<file path="src/rtl/mult_iter_pkg.sv">
`default_nettype none
// +-----------------------------------------------------------------------+
// | mult_iter_pkg                                                         |
// | Shared constants, FSM state type and overflow helper for mult_iter.   |
// | Revision: 1.0                                                         |
// +-----------------------------------------------------------------------+
package mult_iter_pkg;

    localparam int WIDTH = 32;
    localparam int ITER  = 32;
    localparam int CNT_W = 5;

    typedef enum logic [1:0] {
        IDLE = 2'd0,
        RUN  = 2'd1,
        DONE = 2'd2
    } state_t;

    // The product fits in WIDTH signed bits only when its top WIDTH+1 bits agree.
    function automatic logic product_overflows(input logic [2*WIDTH-1:0] p);
        logic [WIDTH:0] hi;
        hi = p[2*WIDTH-1:WIDTH-1];
        return !((&hi) || !(|hi));
    endfunction

endpackage
`default_nettype wire

</file>
<file path="src/rtl/booth_step.sv">
`default_nettype none
// +-----------------------------------------------------------------------+
// | booth_step                                                            |
// | One combinational radix-2 Booth iteration on {acc, q, q-1}.           |
// | Revision: 1.0                                                         |
// +-----------------------------------------------------------------------+
module booth_step
    import mult_iter_pkg::*;
(
    input  logic [2*WIDTH-1:0] acc_q,
    input  logic               q_m1,
    input  logic [WIDTH-1:0]   mcand,
    output logic [2*WIDTH-1:0] acc_q_next,
    output logic               q_m1_next
);

    logic [WIDTH:0] w_acc_ext;
    logic [WIDTH:0] w_mcand_ext;
    logic [WIDTH:0] w_sum;

    always_comb begin
        // One guard bit keeps +/- 2^31 partial sums exact before the shift.
        w_acc_ext   = {acc_q[2*WIDTH-1], acc_q[2*WIDTH-1:WIDTH]};
        w_mcand_ext = {mcand[WIDTH-1], mcand};
        unique case ({acc_q[0], q_m1})
            2'b01:   w_sum = w_acc_ext + w_mcand_ext;
            2'b10:   w_sum = w_acc_ext - w_mcand_ext;
            default: w_sum = w_acc_ext;
        endcase
        acc_q_next = {w_sum, acc_q[WIDTH-1:1]};
        q_m1_next  = acc_q[0];
    end

endmodule
`default_nettype wire

</file>
<file path="src/rtl/mult_iter.sv">
`default_nettype none
// +-----------------------------------------------------------------------+
// | mult_iter                                                             |
// | Iterative 32x32 signed Booth multiplier, one bit per clock.           |
// | Revision: 1.0                                                         |
// +-----------------------------------------------------------------------+
module mult_iter
    import mult_iter_pkg::*;
(
    input  logic             clock,
    input  logic             reset,
    input  logic [WIDTH-1:0] data_operandA,
    input  logic [WIDTH-1:0] data_operandB,
    input  logic             ctrl_MULT,
    output logic             ready,
    output logic [WIDTH-1:0] data_result,
    output logic             data_exception,
    output logic             data_resultRDY
);

    state_t             r_state;
    state_t             w_state_next;
    logic [CNT_W-1:0]   r_cnt;
    logic [2*WIDTH-1:0] r_acc_q;
    logic               r_q_m1;
    logic [WIDTH-1:0]   r_mcand;
    logic [WIDTH-1:0]   r_result;
    logic               r_exception;
    logic [2*WIDTH-1:0] w_acc_q_next;
    logic               w_q_m1_next;
    logic               w_last_step;

    booth_step u_booth_step (
        .acc_q      (r_acc_q),
        .q_m1       (r_q_m1),
        .mcand      (r_mcand),
        .acc_q_next (w_acc_q_next),
        .q_m1_next  (w_q_m1_next)
    );

    assign w_last_step = (r_cnt == CNT_W'(ITER - 1));

    always_ff @(posedge clock) begin
        if (reset) begin
            r_state <= IDLE;
        end else begin
            r_state <= w_state_next;
        end
    end

    always_comb begin
        w_state_next   = r_state;
        ready          = 1'b0;
        data_resultRDY = 1'b0;
        unique case (r_state)
            IDLE: begin
                ready = 1'b1;
                if (ctrl_MULT) begin
                    w_state_next = RUN;
                end
            end
            RUN: begin
                if (w_last_step) begin
                    w_state_next = DONE;
                end
            end
            DONE: begin
                data_resultRDY = 1'b1;
                w_state_next   = IDLE;
            end
            default: w_state_next = IDLE;
        endcase
    end

    always_ff @(posedge clock) begin
        if (reset) begin
            r_cnt       <= '0;
            r_acc_q     <= '0;
            r_q_m1      <= 1'b0;
            r_mcand     <= '0;
            r_result    <= '0;
            r_exception <= 1'b0;
        end else begin
            unique case (r_state)
                IDLE: begin
                    if (ctrl_MULT) begin
                        r_mcand <= data_operandA;
                        r_acc_q <= {{WIDTH{1'b0}}, data_operandB};
                        r_q_m1  <= 1'b0;
                        r_cnt   <= '0;
                    end
                end
                RUN: begin
                    r_acc_q <= w_acc_q_next;
                    r_q_m1  <= w_q_m1_next;
                    r_cnt   <= r_cnt + CNT_W'(1);
                    // Results are captured on the same edge that enters DONE.
                    if (w_last_step) begin
                        r_result    <= w_acc_q_next[WIDTH-1:0];
                        r_exception <= product_overflows(w_acc_q_next);
                    end
                end
                default: begin
                end
            endcase
        end
    end

    assign data_result    = r_result;
    assign data_exception = r_exception;

endmodule
`default_nettype wire

</file>
<file path="config.mk">
export PLATFORM = sky130hd
export DESIGN_NAME = mult_iter
export DESIGN_NICKNAME = d
export VERILOG_FILES = /design/src/rtl/mult_iter_pkg.sv /design/src/rtl/booth_step.sv /design/src/rtl/mult_iter.sv
export SDC_FILE = /design/constraint.sdc
export NUM_CORES = 1
export LEC_CHECK = 0
export CAP_MARGIN = 20
export CORE_MARGIN = 2
export CORE_UTILIZATION = 40
export CTS_CLUSTER_DIAMETER = 100
export CTS_CLUSTER_SIZE = 40
export DETAILED_ROUTE_END_ITERATION = 6
export PLACE_DENSITY_LB_ADDON = 0.12
export RECOVER_POWER = 25
export SETUP_SLACK_MARGIN = 0.1
export SYNTH_ARGS = -nofsm -noshare
export SYNTH_HDL_FRONTEND = slang
export SYNTH_SLANG_ARGS = --single-unit
</file>
<file path="constraint.sdc">
create_clock -name clock -period 5.5 [get_ports clock]
set_input_delay 0.825 -clock clock [delete_from_list [all_inputs] [get_ports clock]]
set_output_delay 0.825 -clock clock [all_outputs]
set_load 0.005 [all_outputs]
</file>
==> impl_metrics.toml <==
[route]
wl_per_cell_um = 16.8
wl_um = 25800
routed_via_density = 5.65
vias = 8639
ant_nets = 0
drt_pass1_iterations = 5
drcViolationCount = 0
drtIter0Drc = 732

[clock_network]
post_cts_buffers = 0
post_cts_resize_count = 0
cts_max_level = 4
cts_inserted_buffers = 17
clk_latency_ns = 0.43
root_buffer = "clkbuf_16"
cts_hold_buf = 0
cts.sinks = 137
clk_path_buf_depth = 2
cts_tree = "built"
cts.clk_slew.worst_paths_ns = 0.07

[placement]
portBuffers = 101
hpwl_um = 18300
gp_congestion = 0.973
placed_cell_area_mm2 = 0.00979

[pwr]
p_int_w = 0.00207
peakVddDrop_mv = 0.241
p_sw_share_pct = 34.8
power_frac_seq_pct = 34.4
combPwrFrac_pct = 27.2
power.switching_w = 0.00110
p_clk_share_pct = 38.4
p_leak_nw = 3.77
p_per_area_mw_per_mm2 = 304

[global_route]
antenna_found_initial = 0
grtUsageTotal_pct = 23.0
grt_pass1_vias = 7788
gr-total-overflow = 0
grt_max_degree = 112
grt_pass1_wl_um = 41500

[timing]
rsz0062_at_grt = "no"
slew_viol_final = 97
report.final.hold_viol_count = 0
period_minus_slack_ns = 4.95
timing.setup.tns_ns = 0
fmax_mhz = 202
fin_crit_sh_pct = 89.9
relSlewSlack_pct = -95.1
worstMarginPinSlew_ns = 2.93
clock_skew_ns = 0.00856
finalSetupViolations = 0

[run_status]
violations = "max-capacitance violations, max-slew violations"
status = "finished, violations left"

[floorplan]
ios = 102
rows = 53
dieHeight_um = 151
die_x_um = 151
coreArea_mm2 = 0.0211
die_area_mm2 = 0.0228
initial_core_util_pct = 40.9

[logic_synthesis]
syn_area_per_cell_um2 = 7.30
synth_top_area_share_pct = 31.8
synth_edf_count = 0
synthArstFlopShare_pct = 0
yosys_warnings = 0
yosys-top-cells-area = "dfxtp_1, nand2_1, a21oi_1"
syn_area_mm2 = 0.00863
yosysSeqAreaShare_pct = 31.8
yosys_register_bits = 137
syn-instance-count = 1183
synth.distinct_cells = 79
syn_nets = 1287
synth_flop_cell = "dfxtp_1"
yosysMostFrequentCell = "nand2_1"
ys_top_cells_by_count = "nand2_1, a21oi_1, dfxtp_1"
yosysTopAreaCell = "dfxtp_1"

[cells_and_area]
diodes = 0
finalNetCount = 1346
drive_gt1_share_pct = 5.66
nFillCells = 2162
stdcell_area_mm2 = 0.0104
area_delta_synth_final_pct = 20.9

[hold_path]
min-delay-start = "data_result[1]"
hp-class = "reg -> reg"

[job]
cap_violations = 2

[setup_path]
cp_num_buf_inv = 2
cp_data_required_time_ns = 5.80
cp_data_arrival_time_ns = 5.24
cpMostUsedCell = "nand2_1"
cp_cell_sequence = "dlygate4sd3_1 > nand2_1 > clkbuf_1 > nand2_1 > a311oi_1"
critical_path_class = "in -> reg"
critPathMaxStageDelay_ns = 2.13
path_max_fanout = 64
crit_slowest_cell = "clkbuf_1"
worstSetupEndpointType = "flip-flop"
r2r_start = "r_mcand[2]"
cp_top_family = "buffers and inverters"
worst_setup_path_start_kind = "primary input"
crit_path_start = "ctrl_MULT"
placed cells by master, fill, tap and decap left out, types with 24 or more instances in the layout:
cell	Yosys	routed
nand2_1	262	262
a21oi_1	146	146
dfxtp_1	137	137
nor2_1	108	108
clkdlybuf4s50_1	0	91
nand3_1	40	40
o21ai_0	39	39
ha_1	36	36
xnor2_1	33	33
a311oi_1	31	31
inv_1	24	24
nor3_1	24	24
power by group through the flow:
stage / registers [W] / logic [W] / clock network, W
3_3_place_gp: 0.00111 / 0.000841 / 0
5_1_grt: 0.00110 / 0.000950 / 0.00129
4_1_cts: 0.00109 / 0.000845 / 0.00125
6_report: 0.00109 / 0.000862 / 0.00122
2_1_floorplan: 0.00110 / 0.000621 / 0
3_5_place_dp: 0.00111 / 0.000841 / 0
cell families after synthesis:
group / synth area share (%)
simple gates: 27.7
compound gates: 25.3
flops: 31.8
buf+inv: 4.42
xor+xnor: 4.06
fa+ha+maj: 5.45
mux: 1.33
sequential cells by signal (all words and copies together) (netlist names):
name	count
data_result	32
r_state	2
r_cnt	5
r_q_m1	1
r_mcand	32
r_acc_q	64
data_exception	1
worst register-to-register path: cells and delay by family (launching register included):
kind / cells / cell delay, ns
buffers and inverters: 1 / 0.19
flip-flops: 1 / 0.35
AO/OA/AOI/OAI: 5 / 1.16
XOR/XNOR: 2 / 0.38
adder cells (fa/ha/maj): 1 / 0.42
AND/OR/NAND/NOR: 9 / 2.29
layer usage:
layer,wire (µm),up-vias,GRT usage (%)
li1,-,4356,-
met1,13400,4030,35.8
met2,10600,224,32.7
met3,1420,29,3.83
met4,365,0,5.61
met5,0,-,0
path summary, 6_finish.rpt:
check        slack (ns)  depth (start not counted)              to
min                0.45                          2  data_result[1]
max reg2reg        0.57                         18  data_exception
max                0.55                          5      r_acc_q[0]
min reg2reg        0.45                          2  data_result[1]
area by class of cell:
type / instances / area, µm² / area share (%)
clock buffers: 17 / 425 / 4.08
clock inverters: 15 / 200 / 1.92
inverters: 24 / 90.1 / 0.864
multi-input cells: 949 / 5520 / 52.9
flip-flops and latches: 137 / 2740 / 26.3
well taps: 275 / 344 / 3.30
repair buffers: 113 / 1110 / 10.7
per-stage QoR:
step	hold slack [ns]	util, %	cells	worst slack [ns]	power (W)
finish	0.452	49.5	1530	0.554	0.00317
global route	0.466	49.5	1530	0.189	0.00334
detailed placement	0.449	46.4	1496	0.642	0.00195
floorplan	0.429	-	1183	0.968	0.00172
global placement	0.441	46.4	1496	0.716	0.00195
CTS	0.458	49.4	1528	0.625	0.00319
(Power assumes the default switching activity.)
==> RTL edit: new RTL, same flow settings <==
Change the package constant `CNT_W` from 5 to 7.
--- a/src/rtl/mult_iter_pkg.sv
+++ b/src/rtl/mult_iter_pkg.sv
@@ -8,7 +8,7 @@
 
     localparam int WIDTH = 32;
     localparam int ITER  = 32;
-    localparam int CNT_W = 5;
+    localparam int CNT_W = 7;
 
     typedef enum logic [1:0] {
         IDLE = 2'd0,
Formal check against the unedited RTL: same outputs for any inputs over 10 cycles, from zero or initial values and one cycle with reset high; that may be too few to reach the edited logic, so the function may still have changed.
==> RTL edit against the unedited design <==
- sequential share of layout area rose by 1.3 points
- critical endpoint is now data_exception$_SDFFE_PP0P_
- worst setup slack got worse by 0.0067 ns
- synthesized cell count fell by 3.6%
- sequential power barely moved
- design area fell by 3.4%
- clock skew rose by 0.0036 ns
- count of clock-buffer cells in the layout rose by 1
- combinational power fell by 18%
- worst hold slack got worse by 0.0051 ns
- the run still ends with max-capacitance violations, max-slew violations left
- routed wire length fell by 3.2%
- total power fell by 7.0%
- register-to-register slack got worse by 0.02 ns
- sequential cell count rose by 2
- area after synthesis fell by 3.6%
==> RTL edit: results (changes against the unedited design) <==
- Worst Setup SP: r_mcand[2]$_SDFFE_PP0P_
- Synth cell types: 73 (-7.6%)
- Initial antenna violation count: 0 (unchanged)
- Multi-input combinational cell area: 0.005226 mm^2 (-5.3%)
- Logic inverters: 16 (-33%)
- Worst-path fanout max: 5 (-92%)
- Final slew viol count: 33 (-66%)
- Nonclk buf count: 112 (-0.88%)
- Mux cell area share after synthesis: 1.007% (-0.33 points)
- P_clk: 1.16 mW (-5%)
- Worst hold slack: 0.4473 ns (-0.005107 ns)
- Hold path endpoint: data_result[28]$_SDFFE_PP0P_
- Synth Area in Adders: 5.500% (+0.050 points)
- Number of cells on the worst reg-to-reg path: 22 (+4)
- Wire length on met3: 1.259 mm (-11%)
- Largest net degree at the start of global routing: 99 (-12%)
- Synthesized flop and latch total: 139 (+1.5%)
- Synthesized Nets: 1243 (-3.4%)
- GR Util met3: 4.877% (+1.1 points)
- Top cells by count, synth: nand2_1, a21oi_1, dfxtp_1, nor2_1, clkbuf_1
- Compound-cell area share of the yosys netlist: 25.77% (+0.48 points)
- Syn Std Cell Area: 0.008325 mm^2 (-3.6%)
- Int Pwr: 1.965 mW (-4.9%)
- Worst rel slew slack: -2.460% (+93 points)
- Top cells by area, synth: dfxtp_1, nand2_1, a21oi_1, ha_1, nor2_1
- Violated checks: max-capacitance violations, max-slew violations
- Area grow syn2layout: 21.02%
- Worst Min Path Start: data_result[28]$_SDFFE_PP0P_
- First-pass GRT wire length: 40.59 mm (-2.2%)
- Outcome: finished, violations left
- Area after DPL: 0.009494 mm^2 (-3.0%)
- Max Cap Violations: 1 (-1)
- Critical Path End Type: flop
- Leakage power: 3.586 nW (-4.9%)
- Sequential share of the synthesized area: 33.42% (+1.7 points)
- XOR/XNOR Fraction of Synth Area: 4.208% (+0.15 points)
- Vias in the first global route: 7899 (+1.4%)
- Maximum VDD drop: 0.2236 mV (-7.3%)
- Layout cell share with drive strength beyond 1: 5.446% (-0.21 points)
- M1 WL: 12.03 mm (-10%)
- Via Count: 8313 (-3.8%)
- Proportion of cell area occupied by registers: 27.62% (+1.3 points)
- Tot GR Track Use: 22.67% (-0.35 points)
- Clk_lat worst skew: 0.43 ns (about the same)
- Clock buffers: 18 (+1)
- Layout buffering overhead excluding clock cells: 10.79% (+0.14 points)
- ClkCell Share: 5.774% (-0.22 points)
- Met2 usage: 35.56% (+2.9 points)
- Met2 routed WL: 11.20 mm (+5.6%)
- Placer Congestion: 0.8925 (-8.3%)
- M1 GR Usage: 31.42% (-4.3 points)
- R2R setup slack: 0.55 ns (-0.02 ns)
- FILL cells: 2068 (-4.3%)
- Fin nets: 1302 (-3.3%)
- DRT iter0 DRCs: 562 (-23%)
- Skew final: 0.01215 ns (+0.003591 ns)
- CP arrival: 5.21 ns (-0.03 ns)
[RTL edit: critical path, cell delays in order (launching register included)]
cell and delay, ns:
dfxtp_1 0.35, nor3_1 0.24, nand3_1 0.18, nor3b_2 0.27
inv_1 0.09, nor2_2 0.20, nand2_1 0.10, nor2_1 0.16
nand2_1 0.11, nor2_1 0.21, a21oi_1 0.11, xnor2_1 0.15
ha_1 0.23, or3_1 0.37, o22a_1 0.21, a22o_1 0.26
o31ai_2 0.31, a21oi_1 0.13, xor2_1 0.20, or3_1 0.34
o22a_1 0.22, nor4_2 0.25, nor3_1 0.07
[RTL edit: what timing repair did]
action,4_1_cts,5_1_grt
resized for setup,0,4
hold buffers,0,0
endpoints found under the setup margin,0,1
[RTL edit: stage by stage]
stage	std cells	utilization (%)	setup WS [ns]
after global placement	1450	46.77	0.5412
after global routing	1482	49.64	0.1712
after floorplan	1140	-	1.112
after detailed placement	1450	46.77	0.3984
after CTS	1482	49.64	0.3712
final	1482	49.64	0.5476
